[src/rtl/mdu_iter_if.sv]
// Request/response bundle between the EX stage and the iterative multiply/divide unit.
// The master side is EX; the slave side is the unit itself.
interface mdu_iter_if #(
  parameter int WIDTH = 32
);
  logic             req_valid;
  logic             req_ready;
  logic [1:0]       req_op;
  logic [WIDTH-1:0] req_a;
  logic [WIDTH-1:0] req_b;
  logic             cancel;
  logic             resp_valid;
  logic             resp_ready;
  logic [WIDTH-1:0] resp_hi;
  logic [WIDTH-1:0] resp_lo;
  logic             busy;

  modport master (
    output req_valid, req_op, req_a, req_b, cancel, resp_ready,
    input  req_ready, resp_valid, resp_hi, resp_lo, busy
  );

  modport slave (
    input  req_valid, req_op, req_a, req_b, cancel, resp_ready,
    output req_ready, resp_valid, resp_hi, resp_lo, busy
  );
endinterface

[src/rtl/mdu_iter.sv]
// Iterative multiply/divide unit: shift-add multiply (radix 2^MUL_STEP), restoring
// radix-2 divide, sign fix-up in a final cycle, and a held HI/LO response.
module mdu_iter #(
  parameter int WIDTH    = 32,
  parameter int MUL_STEP = 1
) (
  input  logic      clk,
  input  logic      resetn,
  mdu_iter_if.slave bus
);
  localparam int CW = $clog2(WIDTH + 1);
  localparam logic [1:0] S_IDLE = 2'd0;
  localparam logic [1:0] S_CALC = 2'd1;
  localparam logic [1:0] S_FIX  = 2'd2;
  localparam logic [1:0] S_DONE = 2'd3;
  localparam logic [CW-1:0] N_MUL = CW'(WIDTH / MUL_STEP);
  localparam logic [CW-1:0] N_DIV = CW'(WIDTH);

  logic [1:0]         state_q, state_d;
  logic [CW-1:0]      cnt_q, cnt_d;
  logic               is_div_q, is_div_d;
  logic               sign_q, sign_d;
  logic               rsign_q, rsign_d;
  logic               bzero_q, bzero_d;
  logic [WIDTH-1:0]   a_q, a_d;
  logic [WIDTH-1:0]   opnd_q, opnd_d;
  logic [2*WIDTH-1:0] acc_q, acc_d;
  logic [WIDTH-1:0]   hi_q, hi_d;
  logic [WIDTH-1:0]   lo_q, lo_d;

  logic             accept;
  logic             a_sgn, b_sgn;
  logic [WIDTH-1:0] mag_a, mag_b;

  assign accept = bus.req_valid & bus.req_ready;
  assign a_sgn  = ~bus.req_op[0] & bus.req_a[WIDTH-1];
  assign b_sgn  = ~bus.req_op[0] & bus.req_b[WIDTH-1];
  assign mag_a  = a_sgn ? -bus.req_a : bus.req_a;
  assign mag_b  = b_sgn ? -bus.req_b : bus.req_b;

  // Multiply step: one shifted copy of the multiplicand per retired multiplier bit.
  logic [WIDTH+MUL_STEP-1:0]   pp_term [MUL_STEP];
  logic [WIDTH+MUL_STEP-1:0]   pp_sum;
  logic [WIDTH+MUL_STEP-1:0]   mul_sum;
  logic [2*WIDTH+MUL_STEP-1:0] mul_wide;
  logic [2*WIDTH-1:0]          mul_next;

  for (genvar gi = 0; gi < MUL_STEP; gi++) begin : g_pp
    assign pp_term[gi] = acc_q[gi] ? ({{MUL_STEP{1'b0}}, opnd_q} << gi) : '0;
  end

  always_comb begin
    pp_sum = '0;
    for (int i = 0; i < MUL_STEP; i++) begin
      pp_sum = pp_sum + pp_term[i];
    end
  end

  assign mul_sum  = {{MUL_STEP{1'b0}}, acc_q[2*WIDTH-1:WIDTH]} + pp_sum;
  assign mul_wide = {mul_sum, acc_q[WIDTH-1:0]};
  assign mul_next = mul_wide[2*WIDTH+MUL_STEP-1:MUL_STEP];

  // Divide step: acc holds {remainder, quotient}; the trial subtract needs one extra bit.
  logic [WIDTH:0]     rem_shift, diff;
  logic [WIDTH-1:0]   rem_new;
  logic [2*WIDTH-1:0] div_next;

  assign rem_shift = acc_q[2*WIDTH-1:WIDTH-1];
  assign diff      = rem_shift - {1'b0, opnd_q};
  assign rem_new   = diff[WIDTH] ? rem_shift[WIDTH-1:0] : diff[WIDTH-1:0];
  assign div_next  = {rem_new, acc_q[WIDTH-2:0], ~diff[WIDTH]};

  logic [2*WIDTH-1:0] prod_fix;
  logic [WIDTH-1:0]   quo_fix, rem_fix;

  assign prod_fix = sign_q  ? -acc_q : acc_q;
  assign quo_fix  = sign_q  ? -acc_q[WIDTH-1:0] : acc_q[WIDTH-1:0];
  assign rem_fix  = rsign_q ? -acc_q[2*WIDTH-1:WIDTH] : acc_q[2*WIDTH-1:WIDTH];

  always_comb begin
    state_d  = state_q;
    cnt_d    = cnt_q;
    is_div_d = is_div_q;
    sign_d   = sign_q;
    rsign_d  = rsign_q;
    bzero_d  = bzero_q;
    a_d      = a_q;
    opnd_d   = opnd_q;
    acc_d    = acc_q;
    hi_d     = hi_q;
    lo_d     = lo_q;
    if (bus.cancel && (state_q != S_IDLE)) begin
      state_d = S_IDLE;
    end else begin
      case (state_q)
        S_IDLE: begin
          if (accept) begin
            state_d  = S_CALC;
            is_div_d = bus.req_op[1];
            sign_d   = a_sgn ^ b_sgn;
            rsign_d  = a_sgn;
            bzero_d  = (bus.req_b == '0);
            a_d      = bus.req_a;
            cnt_d    = bus.req_op[1] ? N_DIV : N_MUL;
            opnd_d   = bus.req_op[1] ? mag_b : mag_a;
            acc_d    = {{WIDTH{1'b0}}, (bus.req_op[1] ? mag_a : mag_b)};
          end
        end
        S_CALC: begin
          cnt_d = cnt_q - CW'(1);
          acc_d = is_div_q ? div_next : mul_next;
          if (cnt_q == CW'(1)) state_d = S_FIX;
        end
        S_FIX: begin
          state_d = S_DONE;
          if (!is_div_q) begin
            {hi_d, lo_d} = prod_fix;
          end else if (bzero_q) begin
            hi_d = a_q;
            lo_d = '1;
          end else begin
            hi_d = rem_fix;
            lo_d = quo_fix;
          end
        end
        S_DONE: begin
          if (bus.resp_ready) state_d = S_IDLE;
        end
        default: state_d = S_IDLE;
      endcase
    end
  end

  always_ff @(posedge clk or negedge resetn) begin
    if (!resetn) begin
      state_q  <= S_IDLE;
      cnt_q    <= '0;
      is_div_q <= 1'b0;
      sign_q   <= 1'b0;
      rsign_q  <= 1'b0;
      bzero_q  <= 1'b0;
      a_q      <= '0;
      opnd_q   <= '0;
      acc_q    <= '0;
      hi_q     <= '0;
      lo_q     <= '0;
    end else begin
      state_q  <= state_d;
      cnt_q    <= cnt_d;
      is_div_q <= is_div_d;
      sign_q   <= sign_d;
      rsign_q  <= rsign_d;
      bzero_q  <= bzero_d;
      a_q      <= a_d;
      opnd_q   <= opnd_d;
      acc_q    <= acc_d;
      hi_q     <= hi_d;
      lo_q     <= lo_d;
    end
  end

  assign bus.req_ready  = (state_q == S_IDLE) & ~bus.cancel;
  assign bus.resp_valid = (state_q == S_DONE);
  assign bus.busy       = (state_q != S_IDLE);
  assign bus.resp_hi    = hi_q;
  assign bus.resp_lo    = lo_q;
endmodule

[src/flat_wrapper.sv]
// flat-port wrapper written by rule: the top's interface ports become plain ports
module mdu_iter_flat 
#(
  parameter int WIDTH    = 32,
  parameter int MUL_STEP = 1
)
  (clk, resetn, bus_req_valid, bus_req_op, bus_req_a, bus_req_b, bus_cancel, bus_resp_ready, bus_req_ready, bus_resp_valid, bus_resp_hi, bus_resp_lo, bus_busy);
  mdu_iter_if #(.WIDTH(WIDTH)) bus_i ();
  input  logic clk;
  input  logic resetn;
  input wire logic [$bits(bus_i.req_valid)-1:0] bus_req_valid;
  input wire logic [$bits(bus_i.req_op)-1:0] bus_req_op;
  input wire logic [$bits(bus_i.req_a)-1:0] bus_req_a;
  input wire logic [$bits(bus_i.req_b)-1:0] bus_req_b;
  input wire logic [$bits(bus_i.cancel)-1:0] bus_cancel;
  input wire logic [$bits(bus_i.resp_ready)-1:0] bus_resp_ready;
  output wire logic [$bits(bus_i.req_ready)-1:0] bus_req_ready;
  output wire logic [$bits(bus_i.resp_valid)-1:0] bus_resp_valid;
  output wire logic [$bits(bus_i.resp_hi)-1:0] bus_resp_hi;
  output wire logic [$bits(bus_i.resp_lo)-1:0] bus_resp_lo;
  output wire logic [$bits(bus_i.busy)-1:0] bus_busy;
  assign bus_i.req_valid = bus_req_valid;
  assign bus_i.req_op = bus_req_op;
  assign bus_i.req_a = bus_req_a;
  assign bus_i.req_b = bus_req_b;
  assign bus_i.cancel = bus_cancel;
  assign bus_i.resp_ready = bus_resp_ready;
  assign bus_req_ready = bus_i.req_ready;
  assign bus_resp_valid = bus_i.resp_valid;
  assign bus_resp_hi = bus_i.resp_hi;
  assign bus_resp_lo = bus_i.resp_lo;
  assign bus_busy = bus_i.busy;
  mdu_iter #(.WIDTH(WIDTH), .MUL_STEP(MUL_STEP)) u_core (.clk(clk), .resetn(resetn), .bus(bus_i));
endmodule
[config.mk]
export PLATFORM = sky130hd
export DESIGN_NAME = mdu_iter_flat
export DESIGN_NICKNAME = d
export VERILOG_FILES = /design/src/rtl/mdu_iter_if.sv /design/src/rtl/mdu_iter.sv /design/src/flat_wrapper.sv
export SDC_FILE = /design/constraint.sdc
export NUM_CORES = 1
export LEC_CHECK = 0
export BUFFER_PORTS_ARGS = -buffer_cell sky130_fd_sc_hd__buf_2
export CORE_MARGIN = 1.5
export CORE_UTILIZATION = 65
export CTS_CLUSTER_DIAMETER = 150
export CTS_CLUSTER_SIZE = 28
export DETAILED_ROUTE_END_ITERATION = 8
export PLACE_DENSITY = 0.87
export SLEW_MARGIN = 20
export SYNTH_ARGS = -nofsm -noshare
export SYNTH_HDL_FRONTEND = slang
export SYNTH_SLANG_ARGS = --single-unit
export TNS_END_PERCENT = 30
[constraint.sdc]
create_clock -name clk -period 8.55 [get_ports clk]
set_clock_uncertainty 0.2 [all_clocks]
set_input_delay 0.855 -clock clk [delete_from_list [all_inputs] [get_ports clk]]
set_output_delay 0.855 -clock clk [all_outputs]
set_load 0.01 [all_outputs]
# [Word-level counts from Yosys, hierarchy flattened]
# Cells that the tools add are included.
[word_totals] ff_bits=204 output_inout_bits=67 word_cells=68 input_bits=71
[classes] bitwise=9 add_sub_neg=8 mux=23 eq_ne=8 n_reduce_logical=9
[op_table] cell="$mux 32" n=12
[op_table] cell="$mux 64" n=3
[op_table] cell="$neg 32->32" n=4
[op_table] cell="$pmux 64 s2" n=1
[op_table] cell="$neg 64->64" n=1
[op_table] cell="$add 32x33->33" n=1
[op_table] cell="$sub 33x32->33" n=1
[op_table] cell="$logic_not 32->1" n=1
[op_table] cell="$pmux 6 s2" n=1
[op_table] cell="$reduce_and 3->1" n=3
[op_table] cell="$mux 2" n=4
[op_table] cell="$pmux 2 s4" n=1
[op_table] cell="$eq 6x1->1 const B" n=1
[op_table] cell="$mux 6" n=1
[op_table] cell="$ne 3x1->1 const B" n=2
[op_table] cell="$sub 6x1->6 const B" n=1
[op_table] cell="$and 1x1->1" n=4
[op_table] cell="$eq 2x2->1 const B" n=2
[op_table] cell="$not 1->1" n=4
[op_table] cell="$reduce_bool 2->1" n=2
[op_table] cell="$ne 3x2->1 const B" n=1
[op_table] cell="$eq 2x1->1 const B" n=1
[op_table] cell="$logic_not 2->1" n=1
[op_table] cell="$ne 2x1->1 const B" n=1
[op_table] cell="3 further kinds" n=3

# [Logic depth before layout (Yosys ltp)]
[logic_depth] word_depth=6 mapped_depth=15 mapped_depth_nobuf=13

# [Worst setup path before layout]
# OpenSTA, ideal clock, no wires.
[synth_path] path_kind="register to register" startpoint="reg u_core.acc_q[0]" endpoint="reg u_core.acc_q[61]" setup_ps=126 required_time_ps=8224 stages_incl_launch_ff=15 synth_period_minus_slack_ps=3726 setup_slack_ps=4824 path_buffers=2 arrival_time_ps=3400 path_cell_list="dfrtp_1 -> clkbuf_1 -> inv_1 -> clkbuf_1 -> nor2_1 -> ha_1 -> nand2_1 -> or4b_2 -> o21ai_0 -> a21oi_1 -> o211ai_1 -> nand3_1 -> a41oi_1 -> xnor2_1 -> a221o_1"
[synth_between] elab_chain_len=4
[synth_lines] item="from (decl)" line="mdu_iter.sv:27" rtl="logic [2*WIDTH-1:0] acc_q, acc_d;"
[synth_lines] item="from (signal assigned)" line="mdu_iter.sv:144" rtl="acc_q <= '0;"
[synth_lines] item="from (signal assigned)" line="mdu_iter.sv:156" rtl="acc_q <= acc_d;"
[synth_lines] item="$mux 32" line="mdu_iter.sv:49" rtl="assign pp_term[gi] = acc_q[gi] ? ({{MUL_STEP{1'b0}}, opnd_q} << gi) : '0;"
[synth_lines] item="$add 32x33->33" line="mdu_iter.sv:59" rtl="assign mul_sum = {{MUL_STEP{1'b0}}, acc_q[2*WIDTH-1:WIDTH]} + pp_sum;"
[synth_lines] item="$mux 64" line="mdu_iter.sv:111" rtl="acc_d = is_div_q ? div_next : mul_next;"
[synth_lines] item="$pmux 64 s2" line="mdu_iter.sv:95" rtl="case (state_q)"
# Every way passes these cells.
# A chain may end at the register's enable or synchronous reset.

# [Worst setup path after layout]
[layout_path] startpoint="reg u_core.acc_q[0]" endpoint="reg u_core.acc_q[58]"
# Same word-level chain as after synthesis.

==> impl_metrics.toml <==
[outcome]
outcome = "finished clean"

[yosys]
synthCells = 2147
syn_nets = 2295
syn_area_sq_um = 16670
yosys_warnings = 0
ys_ff_latch = 204
synth.avg_cell_area_sq_um = 7.763
synth_area_leaders = "dfrtp_1 31%, nand2_1 7.2%, xor2_1 6.3%"
ys_async_sr_fraction_pct = 100.0
synth_top_cell_by_area = "dfrtp_1"
synth_cell_type_count = 77
synth_seq_area_share_pct = 30.63
synth_top_area_share_pct = 30.63
yosys_most_used_dff = "dfrtp_1"
synth-edff-count = 0

[clocking]
cts_root_buffer = "clkbuf_16"
post_cts_buffers = 0
htree_levels = 1
cts_sinks = 204
clk_path_buf_depth = 3
cts_hold_buffers = 0
insertion_delay_ns = 0.50
cts.clk_slew.worst_paths_ns = 0.12
cts_made_buffers = 11
cts_tree = "built"
cts_resized = 0

[global_routing]
grt_pass1_vias = 15560
overflow = 0
grt_antenna_before_repair = 0
track_usage_pct = 41.37
grt_pass1_wl_um = 85070
grt_max_degree = 92

[die]
core_sq_um = 25180
io_pins = 138
die_x_um = 163.1
start_util_pct = 66.19
die_h_um = 163.1
dieArea_sq_um = 26610
rows = 58

[setup_path]
r2r_slack_ns = 3.80
path_class = "reg -> reg"
crit_start = "u_core.acc_q[0]"
slowest_delay_ns = 0.84
cp_cell_sequence = "inv_1 > nor2_1 > ha_1 > o211ai_1 > a21oi_1 > a221oi_1 > o21bai_1 > and4_1 > o41ai_1 > xnor2_1 > a22oi_1 > o211ai_1"
r2r_start = "u_core.acc_q[0]"
arrival_ns = 4.92
critPathRequiredTime_ns = 8.72
worst_setup_path_end_kind = "flip-flop"
crit_path_frequent_cell = "o211ai_1"
cp.depth = 12
r2r_cells = 12
critPathMaxFanout = 32
crit_path_start_kind = "flip-flop"
critPathBufInv = 1
cpLargestDelayFamily = "compound AO/OA/AOI/OAI gates"
critPathSlowestCell = "inv_1"

[place]
dpl_cell_area_sq_um = 17370
portBuffers = 137
hpwlAfterDp_um = 41720
gp_congestion = 1.032

[layout]
fillCellCount = 2042
final_common_cell = "nand2_1"
antenna_cells = 0
ff_latch_area_sq_um = 5106
multi_input_area_sq_um = 10750
syn_to_final_growth_pct = 6.006
drive_gt1_share_pct = 10.65
fin_nets = 2317
mostFrequentLayoutCells = "318 x nand2_1, 215 x nor2_1, 203 x dfrtp_1, 195 x o21ai_0, 186 x a21oi_1"
final_area_sq_um = 17670

[detailed_routing]
post_drt_wl_per_cell_um = 22.37
drc = 0
first_pass_iters = 9
drtIter0Drc = 2576
drtAntennaViolNets = 0
routed_wl_um = 55910
viasPerCell = 6.725
vias = 16810

[pwr]
power_mw = 7.234
power_density_nw_per_um2 = 409.5
p_leak_nw = 7.904
peakVddDrop_mv = 0.3611

[timing]
report.final.slew_viol_count = 0
max_clock_freq_mhz = 210.6
hold_viol = 0
setup-violations-final = 0
slew_headroom_pct = 24.39
period_needed_ns = 4.749
fin_crit_sh_pct = 55.55
tightest_slew_ns = 1.133
setup_tns_ns = 0
rsz0062_at_grt = "false"

[min_path]
hp-class = "in -> async"

[flow_run]
drv_cap = 0
-- layer usage --
layer | track usage [%] | vias to the layer above | share of wire, %
li1 | - | 7591 | -
met1 | 58.33 | 7868 | 40
met2 | 63.02 | 1156 | 43
met3 | 7.288 | 191 | 13
met4 | 16.22 | 0 | 4.3
met5 | 0 | - | 0
-- cell families after synthesis --
logic type / count (synthesis) / synth area share [%]
muxes: 79 / 5.000
xor gates and xnor gates: 201 / 10.56
buffers and inverters: 217 / 4.947
DFF: 204 / 30.63
and+or+nand+nor: 748 / 20.18
AOI/OAI and AO/OA: 621 / 22.81
adders and majority gates: 77 / 5.870
-- worst paths after layout --
check | to
max | u_core.acc_q[58]
min | u_core.bus.resp_hi[9]
max reg2reg | u_core.acc_q[58]
min reg2reg | u_core.bus.resp_hi[21]
max in group asynchronous | u_core.is_div_q
min in group clk | u_core.bus.resp_hi[21]
-- stage by stage --
| stage | hold slack [ns] | util, % | std cells | setup slack [ns] |
|---|---|---|---|---|
| floorplan | 0.2417 | - | 2147 | 4.824 |
| global route | 0.1659 | 70.16 | 2499 | 3.634 |
| detailed placement | 0.2633 | 68.98 | 2486 | 3.909 |
| CTS | 0.1477 | 70.16 | 2499 | 3.898 |
| finish | 0.1303 | 70.16 | 2499 | 3.801 |
| global placement | 0.2566 | 68.95 | 2486 | 4.065 |
-- where the power goes --
group	switching, mW	internal, mW
clock	0.348	0.243
sequential	0.647	1.39
combinational	2.84	1.77
total	3.84	3.40
-- state kept, by name, indices dropped and copies added (netlist names) --
name and cells:
u_core.bus.resp_hi 32, u_core.sign_q 1, u_core.is_div_q 1, u_core.bzero_q 1
u_core.cnt_q 6, u_core.bus.resp_lo 32, u_core.state_q 2, u_core.rsign_q 1
u_core.acc_q 64, u_core.a_q 32, u_core.opnd_q 32
-- layout make-up --
cell class | count | area share, %
multi-input combinational | 1726 | 60.87
timing repair buffer | 155 | 4.695
clock buffer | 12 | 1.579
clock inverter | 1 | 0.1133
sequential | 204 | 28.90
tap | 330 | 2.337
inverter | 71 | 1.508
-- cell usage after synthesis (all sizes together), types with 34 or more instances --
| library cell | n |
|---|---|
| mux2 | 34 |
| clkbuf | 130 |
| inv | 70 |
| xor2 | 120 |
| xnor2 | 81 |
| ha | 75 |
| o21ai | 201 |
| a21oi | 187 |
| nor2 | 215 |
| dfrtp | 204 |
| nand2 | 319 |
| mux2i | 45 |
No activity file was read; power rests on OpenSTA's default activity.
